[config.mk]
export PLATFORM = sky130hd
export DESIGN_NAME = johnson_phase_decoder_flat
export DESIGN_NICKNAME = d
export VERILOG_FILES = /design/src/rtl/johnson_pkg.sv /design/src/rtl/johnson_phase_decoder_if.sv /design/src/rtl/johnson_code_check.sv /design/src/rtl/johnson_phase_decoder.sv /design/src/flat_wrapper.sv
export SDC_FILE = /design/constraint.sdc
export NUM_CORES = 1
export LEC_CHECK = 0
export ABC_AREA = 1
export CELL_PAD_IN_SITES_DETAIL_PLACEMENT = 1
export CELL_PAD_IN_SITES_GLOBAL_PLACEMENT = 1
export CORE_UTILIZATION = 30
export DETAILED_ROUTE_END_ITERATION = 8
export PLACE_DENSITY = 0.71
export SYNTH_ARGS = -nofsm -noshare
export SYNTH_HDL_FRONTEND = slang
export SYNTH_SLANG_ARGS = --single-unit
[constraint.sdc]
create_clock -name clk -period 1.45 [get_ports clk]
set_input_delay 0.145 -clock clk [delete_from_list [all_inputs] [get_ports clk]]
set_output_delay 0.145 -clock clk [all_outputs]
set_load 0.1 [all_outputs]
[src/rtl/johnson_pkg.sv]
// Shared Johnson-code definitions: lock FSM states, successor and legality/decode helpers.
// Helpers operate on a fixed maximum width; callers zero-extend codes narrower than JPD_MAX_N.
package johnson_pkg;

  localparam int JPD_MAX_N = 16;

  typedef logic [JPD_MAX_N-1:0] jcode_t;

  typedef enum logic {
    ACQUIRE = 1'b0,
    LOCKED  = 1'b1
  } jpd_state_e;

  typedef struct packed {
    logic       legal;
    logic [4:0] idx;
  } jdecode_t;

  // Shift right by one and feed the inverted LSB back into bit n-1.
  function automatic jcode_t jpd_successor(input jcode_t c, input int n);
    jcode_t s;
    s = '0;
    for (int b = 0; b < JPD_MAX_N - 1; b++) begin
      if (b < n - 1) s[b] = c[b+1];
    end
    s[n-1] = ~c[0];
    return s;
  endfunction

  // Walks the 2n legal codes starting from all-zero; the position of a match is the phase.
  function automatic jdecode_t jpd_decode(input jcode_t c, input int n);
    jdecode_t d;
    jcode_t   code;
    d    = '0;
    code = '0;
    for (int p = 0; p < 2 * JPD_MAX_N; p++) begin
      if ((p < 2 * n) && (c == code) && !d.legal) begin
        d.legal = 1'b1;
        d.idx   = 5'(p);
      end
      code = jpd_successor(code, n);
    end
    return d;
  endfunction

endpackage

[src/rtl/johnson_phase_decoder_if.sv]
// Sample/result bundle for johnson_phase_decoder; err_cnt exists only when JPD_ERR_CNT_EN is defined.
interface johnson_phase_decoder_if #(
  parameter int N = 4
);
  localparam int IW = $clog2(2 * N);

  logic              in_valid;
  logic [N-1:0]      in_code;
  logic [2*N-1:0]    phase_onehot;
  logic [IW-1:0]     phase_idx;
  logic              locked;
  logic              illegal;
  logic              seq_err;
`ifdef JPD_ERR_CNT_EN
  logic [7:0]        err_cnt;
`endif

  modport master (
    output in_valid, in_code,
`ifdef JPD_ERR_CNT_EN
    input  err_cnt,
`endif
    input  phase_onehot, phase_idx, locked, illegal, seq_err
  );

  modport slave (
    input  in_valid, in_code,
`ifdef JPD_ERR_CNT_EN
    output err_cnt,
`endif
    output phase_onehot, phase_idx, locked, illegal, seq_err
  );

endinterface

[src/rtl/johnson_code_check.sv]
// Combinational Johnson code classifier: legal flag and phase index for an N-bit code.
module johnson_code_check
  import johnson_pkg::*;
#(
  parameter int N  = 4,
  parameter int IW = $clog2(2 * N)
) (
  input  logic [N-1:0]  code_i,
  output logic          legal_o,
  output logic [IW-1:0] idx_o
);

  jcode_t   codeExt;
  jdecode_t dec;

  always_comb begin
    codeExt          = '0;
    codeExt[N-1:0]   = code_i;
    dec              = jpd_decode(codeExt, N);
    legal_o          = dec.legal;
    idx_o            = IW'(dec.idx);
  end

endmodule

[src/rtl/johnson_phase_decoder.sv]
// Johnson counter phase decoder with sequence checking and a lock FSM.
// Optional saturating error counter enabled by defining JPD_ERR_CNT_EN.
module johnson_phase_decoder
  import johnson_pkg::*;
#(
  parameter int N        = 4,
  parameter int LOCK_CNT = 3
) (
  input  logic                    clk,
  input  logic                    reset,
  johnson_phase_decoder_if.slave  bus
);

  localparam int          IW        = $clog2(2 * N);
  localparam logic [3:0]  LOCK_LAST = 4'(LOCK_CNT - 1);

  logic             legal;
  logic [IW-1:0]    idx;
  jcode_t           prevExt;
  logic [N-1:0]     succ;
  logic [2*N-1:0]   phase_onehot_d;
  logic             isIllegal;
  logic             isSeqErr;
  logic             isGood;

  jpd_state_e       state_q;
  logic [3:0]       good_q;
  logic [N-1:0]     prev_q;
  logic             prev_valid_q;
  logic [2*N-1:0]   phase_onehot_q;
  logic [IW-1:0]    phase_idx_q;
  logic             locked_q;
  logic             illegal_q;
  logic             seq_err_q;
`ifdef JPD_ERR_CNT_EN
  logic [7:0]       err_cnt_q;
`endif

  johnson_code_check #(.N(N), .IW(IW)) u_check (
    .code_i  (bus.in_code),
    .legal_o (legal),
    .idx_o   (idx)
  );

  // A repeated code is not the successor, so it falls out as a sequence error here too.
  always_comb begin
    prevExt          = '0;
    prevExt[N-1:0]   = prev_q;
    succ             = N'(jpd_successor(prevExt, N));
    phase_onehot_d   = '0;
    phase_onehot_d[idx] = legal;
    isIllegal        = bus.in_valid && !legal;
    isSeqErr         = bus.in_valid && legal && prev_valid_q && (bus.in_code != succ);
    isGood           = bus.in_valid && legal && prev_valid_q && (bus.in_code == succ);
  end

  always_ff @(posedge clk) begin
    if (reset) begin
      state_q        <= ACQUIRE;
      good_q         <= '0;
      prev_q         <= '0;
      prev_valid_q   <= 1'b0;
      phase_onehot_q <= '0;
      phase_idx_q    <= '0;
      locked_q       <= 1'b0;
      illegal_q      <= 1'b0;
      seq_err_q      <= 1'b0;
`ifdef JPD_ERR_CNT_EN
      err_cnt_q      <= '0;
`endif
    end else begin
      illegal_q <= isIllegal;
      seq_err_q <= isSeqErr;

      if (bus.in_valid) begin
        phase_onehot_q <= phase_onehot_d;
        if (legal) begin
          phase_idx_q  <= idx;
          prev_q       <= bus.in_code;
          prev_valid_q <= 1'b1;
        end else begin
          prev_valid_q <= 1'b0;
        end
      end

`ifdef JPD_ERR_CNT_EN
      if ((isIllegal || isSeqErr) && (err_cnt_q != 8'hFF)) begin
        err_cnt_q <= err_cnt_q + 8'd1;
      end
`endif

      case (state_q)
        ACQUIRE: begin
          if (isIllegal || isSeqErr) begin
            good_q <= '0;
          end else if (isGood) begin
            if (good_q == LOCK_LAST) begin
              state_q  <= LOCKED;
              good_q   <= '0;
              locked_q <= 1'b1;
            end else begin
              good_q <= good_q + 4'd1;
            end
          end
        end
        LOCKED: begin
          if (isIllegal || isSeqErr) begin
            state_q  <= ACQUIRE;
            good_q   <= '0;
            locked_q <= 1'b0;
          end
        end
        default: begin
          state_q  <= ACQUIRE;
          good_q   <= '0;
          locked_q <= 1'b0;
        end
      endcase
    end
  end

  assign bus.phase_onehot = phase_onehot_q;
  assign bus.phase_idx    = phase_idx_q;
  assign bus.locked       = locked_q;
  assign bus.illegal      = illegal_q;
  assign bus.seq_err      = seq_err_q;
`ifdef JPD_ERR_CNT_EN
  assign bus.err_cnt      = err_cnt_q;
`endif

endmodule

[src/flat_wrapper.sv]
// flat-port wrapper written by rule: the top's interface ports become plain ports
module johnson_phase_decoder_flat import johnson_pkg::*;
#(
  parameter int N        = 4,
  parameter int LOCK_CNT = 3
)
  (clk, reset, bus_in_valid, bus_in_code, bus_phase_onehot, bus_phase_idx, bus_locked, bus_illegal, bus_seq_err);
  johnson_phase_decoder_if #(.N(N)) bus_i ();
  input  logic clk;
  input  logic reset;
  input wire logic [$bits(bus_i.in_valid)-1:0] bus_in_valid;
  input wire logic [$bits(bus_i.in_code)-1:0] bus_in_code;
  output wire logic [$bits(bus_i.phase_onehot)-1:0] bus_phase_onehot;
  output wire logic [$bits(bus_i.phase_idx)-1:0] bus_phase_idx;
  output wire logic [$bits(bus_i.locked)-1:0] bus_locked;
  output wire logic [$bits(bus_i.illegal)-1:0] bus_illegal;
  output wire logic [$bits(bus_i.seq_err)-1:0] bus_seq_err;
  assign bus_i.in_valid = bus_in_valid;
  assign bus_i.in_code = bus_in_code;
  assign bus_phase_onehot = bus_i.phase_onehot;
  assign bus_phase_idx = bus_i.phase_idx;
  assign bus_locked = bus_i.locked;
  assign bus_illegal = bus_i.illegal;
  assign bus_seq_err = bus_i.seq_err;
  johnson_phase_decoder #(.N(N), .LOCK_CNT(LOCK_CNT)) u_core (.clk(clk), .reset(reset), .bus(bus_i));
endmodule
## Word level (Yosys, flattened, before mapping)

Index checks and enable logic that the tools add are counted.

| storage, ports and cells | value |
|---|---|
| logic and storage cells | 82 |
| latch bits | 0 |
| memories | 0 |
| bits in writable memories | 0 |
| ROM bits | 0 |
| register bits | 24 |
| bits of input ports | 7 |

| cells by class | value |
|---|---|
| add/sub/neg operators | 1 |
| reductions and logical operators | 26 |
| $mul | 0 |
| equality and inequality tests | 15 |
| bitwise logic cells | 3 |
| shift-type cells | 0 |
| magnitude comparators | 2 |
| div/mod/pow operators | 0 |
| multiplexer cells | 26 |

Operators by type and width:

| cell | count |
|---|---|
| 6-bit two-way mux | 8 |
| 4-bit equality test (second input constant) | 4 |
| 4-bit two-way mux | 4 |
| 1-bit logical AND | 13 |
| 1-bit two-way mux | 10 |
| 8-bit AND | 1 |
| 4-bit by 2-bit equality test with 1-bit output (second input constant) | 2 |
| 1-bit logical NOT | 8 |
| 4-bit one-hot mux with 2 select lines | 1 |
| 4-bit by 1-bit adder with 4-bit output (second input constant) | 1 |
| 4-bit by 1-bit equality test with 1-bit output (second input constant) | 1 |
| 4-bit by 3-bit equality test with 1-bit output (second input constant) | 1 |
| 4-bit equality test | 1 |
| 4-bit logical NOT | 1 |
| 3-bit by 4-bit less-than comparator with 1-bit output (second input constant) | 1 |
| 2-bit by 1-bit inequality test with 1-bit output (second input constant) | 2 |
| 2-bit inequality test (second input constant) | 2 |
| 4-bit inequality test | 1 |
| 1-bit one-hot mux with 2 select lines | 2 |
| 2-bit AND reduction | 2 |
| 4-bit AND reduction | 1 |
| 1-bit demux with 3-bit select | 1 |
| 3-bit by 1-bit greater-or-equal comparator with 1-bit output (second input constant) | 1 |
| 3-bit by 1-bit inequality test with 1-bit output (second input constant) | 1 |
| 2 further kinds | 3 |

## Logic depth before layout (Yosys ltp)

| logic depth | value |
|---|---|
| depth after elaboration | 29 |
| mapped depth | 12 |
| gate-level depth less buffers | 12 |

## Modules after synthesis

A second synthesis with hierarchy kept.

| unflattened totals | value |
|---|---|
| cells, all modules | 164 |
| area total of the unflattened synthesis | 1129.8 um2 |

Modules (own cells, without submodules):

| module | sequential area each (um2) | instances | area an instance (um2) | cells an instance |
|---|---|---|---|---|
| johnson_phase_decoder | 480.5 | 1 | 1037.2 | 143 |
| johnson_code_check | 0.0 | 1 | 92.6 | 21 |

## Worst setup path before layout

OpenSTA, ideal clock, no wires.

| timing path | value |
|---|---|
| path type | register -> register |
| from | register, netlist name u_core.bus.phase_idx[0] |
| to | register u_core.phase_idx_q[0], in the netlist u_core.bus.phase_idx[0] |
| setup time | 0.075 ns |
| stages on the path, launching flop included | 3 |
| arrival | 1.266 ns |
| slack | 0.109 ns |
| buffers on the path | 0 |
| path through | dfxtp_1 -> o21ai_0 -> a31oi_1 |

RTL lines:

| item | RTL line | RTL |
|---|---|---|
| to (signal assigned) | johnson_phase_decoder.sv:78 | `phase_idx_q <= idx;` |
| to (decl) | johnson_phase_decoder.sv:31 | `logic [IW-1:0] phase_idx_q;` |

## Worst setup path after layout

| timing path | value |
|---|---|
| from | register u_core.prev_q[0] |
| to | register u_core.good_q[1] |

| on the way | value |
|---|---|
| longest elaborated chain between the ends | 6 |

Ends and longest elaborated chain:

| item | RTL line | RTL |
|---|---|---|
| from (decl) | johnson_phase_decoder.sv:28 | `logic [N-1:0] prev_q;` |
| from (signal assigned) | johnson_phase_decoder.sv:79 | `prev_q <= bus.in_code;` |
| 1-bit inverter * | johnson_pkg.sv:26 | `s[n-1] = ~c[0];` |
| 4-bit inequality test | johnson_phase_decoder.sv:53 | `isSeqErr = bus.in_valid && legal && prev_valid_q && (bus.in_code != succ);` |
| 1-bit logical AND | johnson_phase_decoder.sv:53 |  |
| 1-bit logical OR | johnson_phase_decoder.sv:94, johnson_phase_decoder.sv:107 |  |
| 4-bit two-way mux, or another cell as far along | johnson_phase_decoder.sv:94 | `if (isIllegal \|\| isSeqErr) begin` |
| 4-bit one-hot mux with 2 select lines or 2-bit AND reduction (tied branches) | - |  |
| to (signal assigned) | johnson_phase_decoder.sv:102 | `good_q <= good_q + 4'd1;` |
| to (decl) | johnson_phase_decoder.sv:27 | `logic [3:0] good_q;` |

Mark *: on every way between the ends. The rest lies on a longest branch, timed or not.
A chain may end at the register's enable or synchronous reset.

==> flow_metrics.py <==
metrics = {
    "status": {
        "status": "completed",
    },
    "timing": {
        "min_period_over_period_pct": 94.9,
        "slew_headroom_pct": 82.4,
        "tns_ns": 0,
        "fin_crit_ns": 1.38,
        "hold-worst-slack_ns": 0.396,
        "finClkSkew_ns": 0.00199,
        "worst_pin_slew_ns": 0.264,
        "drv_slew": 0,
        "hold_viol": 0,
        "final-setup-viol-count": 0,
        "fmax_mhz": 727,
        "rsz0062_at_grt": "yes",
    },
    "clock_tree": {
        "cts_tree": "yes",
        "clock-sinks": 24,
        "h-tree-depth": 1,
        "numCtsBuffers": 3,
        "cts_buffer_depth": 2,
        "clock_latency_ns": 0.27,
        "cts.clk_slew.worst_paths_ns": 0.09,
        "root_buffer": "clkbuf_8",
    },
    "yosys": {
        "synth_fa_ha_area_share_pct": 2.25,
        "synth_area_leader_cell": "dfxtp_1",
        "ys_seq_area_share_pct": 43.1,
        "synth.avg_cell_area_um2": 7.18,
        "yosysUniqueCellTypes": 22,
        "synth.top_cell.area_share_pct": 43.1,
        "synth.area.top_cells": "dfxtp_1, nand2_1, inv_1",
        "ys_ff_latch": 24,
        "syn_nets": 164,
        "synthSimpleGateAreaFrac_pct": 28.5,
        "yosys-mux-area-fraction_pct": 0,
        "syn_inst": 155,
        "synth-compound-area-share_pct": 16.2,
        "synth_xor_area_share_pct": 0.787,
        "syn-cell-area_um2": 1110,
        "yosys_warnings": 0,
        "synth_top_family_by_area": "simple AND/OR/NAND/NOR gates",
    },
    "die": {
        "dieArea_um2": 3960,
        "start_util_pct": 32.4,
        "ios": 21,
        "die_h_um": 62.9,
        "die_width_um": 62.9,
        "design.core.area_um2": 3440,
        "rows": 21,
    },
    "pwr": {
        "comb_power_share_pct": 25.8,
        "power_density_nw_per_um2": 1010,
        "p_int_w": 0.00124,
        "seqPwrFrac_pct": 40.7,
        "switching_share_pct": 30.5,
        "ir_worst_vdd_mv": 0.554,
        "power_leakage_nw": 0.801,
        "p_sw_w": 0.000544,
        "clkPwrFrac_pct": 33.5,
    },
    "grt": {
        "grt_usage_pct": 17.9,
        "grt_overflow": 0,
        "grt_max_degree": 20,
        "grt_pass1_wl_mm": 5.56,
        "antenna_found_initial": 0,
        "grt_pass1_vias": 1232,
    },
    "critical_path": {
        "path_class": "register to register",
        "crit_path_cell_trace": "inv_2 -> nand2_1 -> nand2_1 -> nor2_2 -> nand2_2 -> nor2_4 -> nand3_4 -> nor2_4 -> nand2_1 -> a21oi_1",
        "cp.required_ns": 1.66,
        "critPathSlowestCell": "dfxtp_2",
        "worstPathArrival_ns": 1.59,
        "path_max_fanout": 6,
        "max_stage_delay_ns": 0.35,
        "critPathLaunchType": "register",
        "cp-end-kind": "register",
        "worst-r2r-setup-slack_ns": 0.07,
        "critPathMostFrequentCell": "nand2_1",
    },
    "cells_and_area": {
        "final_nets": 207,
        "regArea_um2": 485,
        "drive_gt1_share_pct": 33.0,
        "diodes": 0,
        "fin_area_um2": 1760,
        "final_core_util_pct": 51.2,
        "syn_to_final_growth_pct": 58.2,
        "final_common_cell": "nand2_1",
        "n_fill_cell": 430,
        "multi_input_area_um2": 552,
        "most-common-layout-cells": "nand2_1, buf_4, dfxtp_1, inv_1, buf_12",
    },
    "detailed_routing": {
        "drtAntennaViolNets": 0,
        "drc": 0,
        "drt_iter0_drc": 16,
        "routed_wl_mm": 3.25,
        "dr_total_vias": 1168,
        "drt_pass1_iterations": 4,
        "wire_per_inst_um": 13.4,
        "viasPerCell": 4.81,
    },
    "min_path": {
        "hold_class": "input port to register",
    },
    "placement": {
        "io_buffers": 20,
        "placed_cell_area_um2": 1670,
        "dpl.hpwl_mm": 2.48,
        "gp_congestion": 0.753,
    },
    "flow_run": {
        "maxCapViolations": 0,
    },
}
## cells in the mapped netlist (all sizes together)
master and number:
inv 22, a41oi 1, o21bai 1, nor2 21, nand4 3, o211ai 1, nand3 8, clkbuf 3
buf 1, nand2 36, ha 2, a31oi 1, xor2 1, a21oi 14, o21ai 16, dfxtp 24
## critical path, delay by kind of cell (launching register included)
family	cells	cell delay [ns]
DFF	1	0.35
buffers and inverters	1	0.04
and+or+nand+nor	8	0.82
AOI/OAI and AO/OA	1	0.12
## per-stage QoR
| step | instances | power (W) | setup slack [ns] |
|---|---|---|---|
| after floorplan | 155 | 0.000984 | 0.109 |
| after global placement | 239 | 0.00118 | -0.318 |
| after detailed placement | 239 | 0.00119 | -0.407 |
| after CTS | 243 | 0.00178 | 0.0392 |
| after global routing | 243 | 0.00185 | -0.0173 |
| final | 243 | 0.00178 | 0.0742 |
## worst paths after layout
path / from / depth (start not counted) / endpoint
setup / recovery: u_core.prev_q[0]$_SDFFE_PP0N_ / 10 / u_core.good_q[1]$_SDFFE_PP0P_
hold / removal: bus_in_code[3] / 3 / u_core.prev_q[3]$_SDFFE_PP0N_
setup reg to reg: u_core.prev_q[0]$_SDFFE_PP0N_ / 10 / u_core.good_q[1]$_SDFFE_PP0P_
hold reg to reg: u_core.prev_q[0]$_SDFFE_PP0N_ / 2 / u_core.prev_q[0]$_SDFFE_PP0N_
## what timing repair did
action | 4_1_cts | 5_1_grt
gates resized for setup | 6 | 14
gates cloned | 0 | 0
endpoints found under the setup margin | 15 | 6
pin swaps | 0 | 10
buffers inserted | 0 | 0
hold buffers | 0 | 0
## kinds of logic (layout without fill, tap and decap cells)
logic type,Yosys count,count (layout)
fa+ha+maj,2,2
simple gates,68,68
flops,24,24
compound gates,34,34
xor+xnor,1,1
buf+inv,26,68
## power by group through the flow
stage | sequential [W] | clock, W | combinational (W)
detailed placement | 0.000738 | 0 | 0.000452
finish | 0.000726 | 0.000598 | 0.000459
global placement | 0.000737 | 0 | 0.000442
global route | 0.000731 | 0.000637 | 0.000487
floorplan | 0.000873 | 0 | 0.000111
CTS | 0.000724 | 0.000606 | 0.000452
## routing by layer
metal | vias to the layer above | global-route usage, % | share of wire [%]
met1 | 565 | 19.6 | 41
met3 | 5 | 2.55 | 2.8
met5 | - | 0 | 0
met4 | 0 | 6.10 | 1.4
met2 | 18 | 34.4 | 55
li1 | 580 | - | -
## registers in the layout (all words and copies together) (netlist names)
name                     count
u_core.bus.illegal           1
u_core.bus.locked            1
u_core.good_q                4
u_core.bus.seq_err           1
u_core.bus.phase_idx         3
u_core.state_q               1
u_core.bus.phase_onehot      8
u_core.prev_q                4
u_core.prev_valid_q          1
## cell type report
type,count,share of cell area (%)
Multi-Input combinational cell,105,31.3
Sequential cell,24,27.6
Timing Repair Buffer,42,29.1
Tap cell,46,3.27
Inverter,22,4.69
Clock inverter,1,1.70
Clock buffer,3,2.34
(Power assumes the default switching activity.)
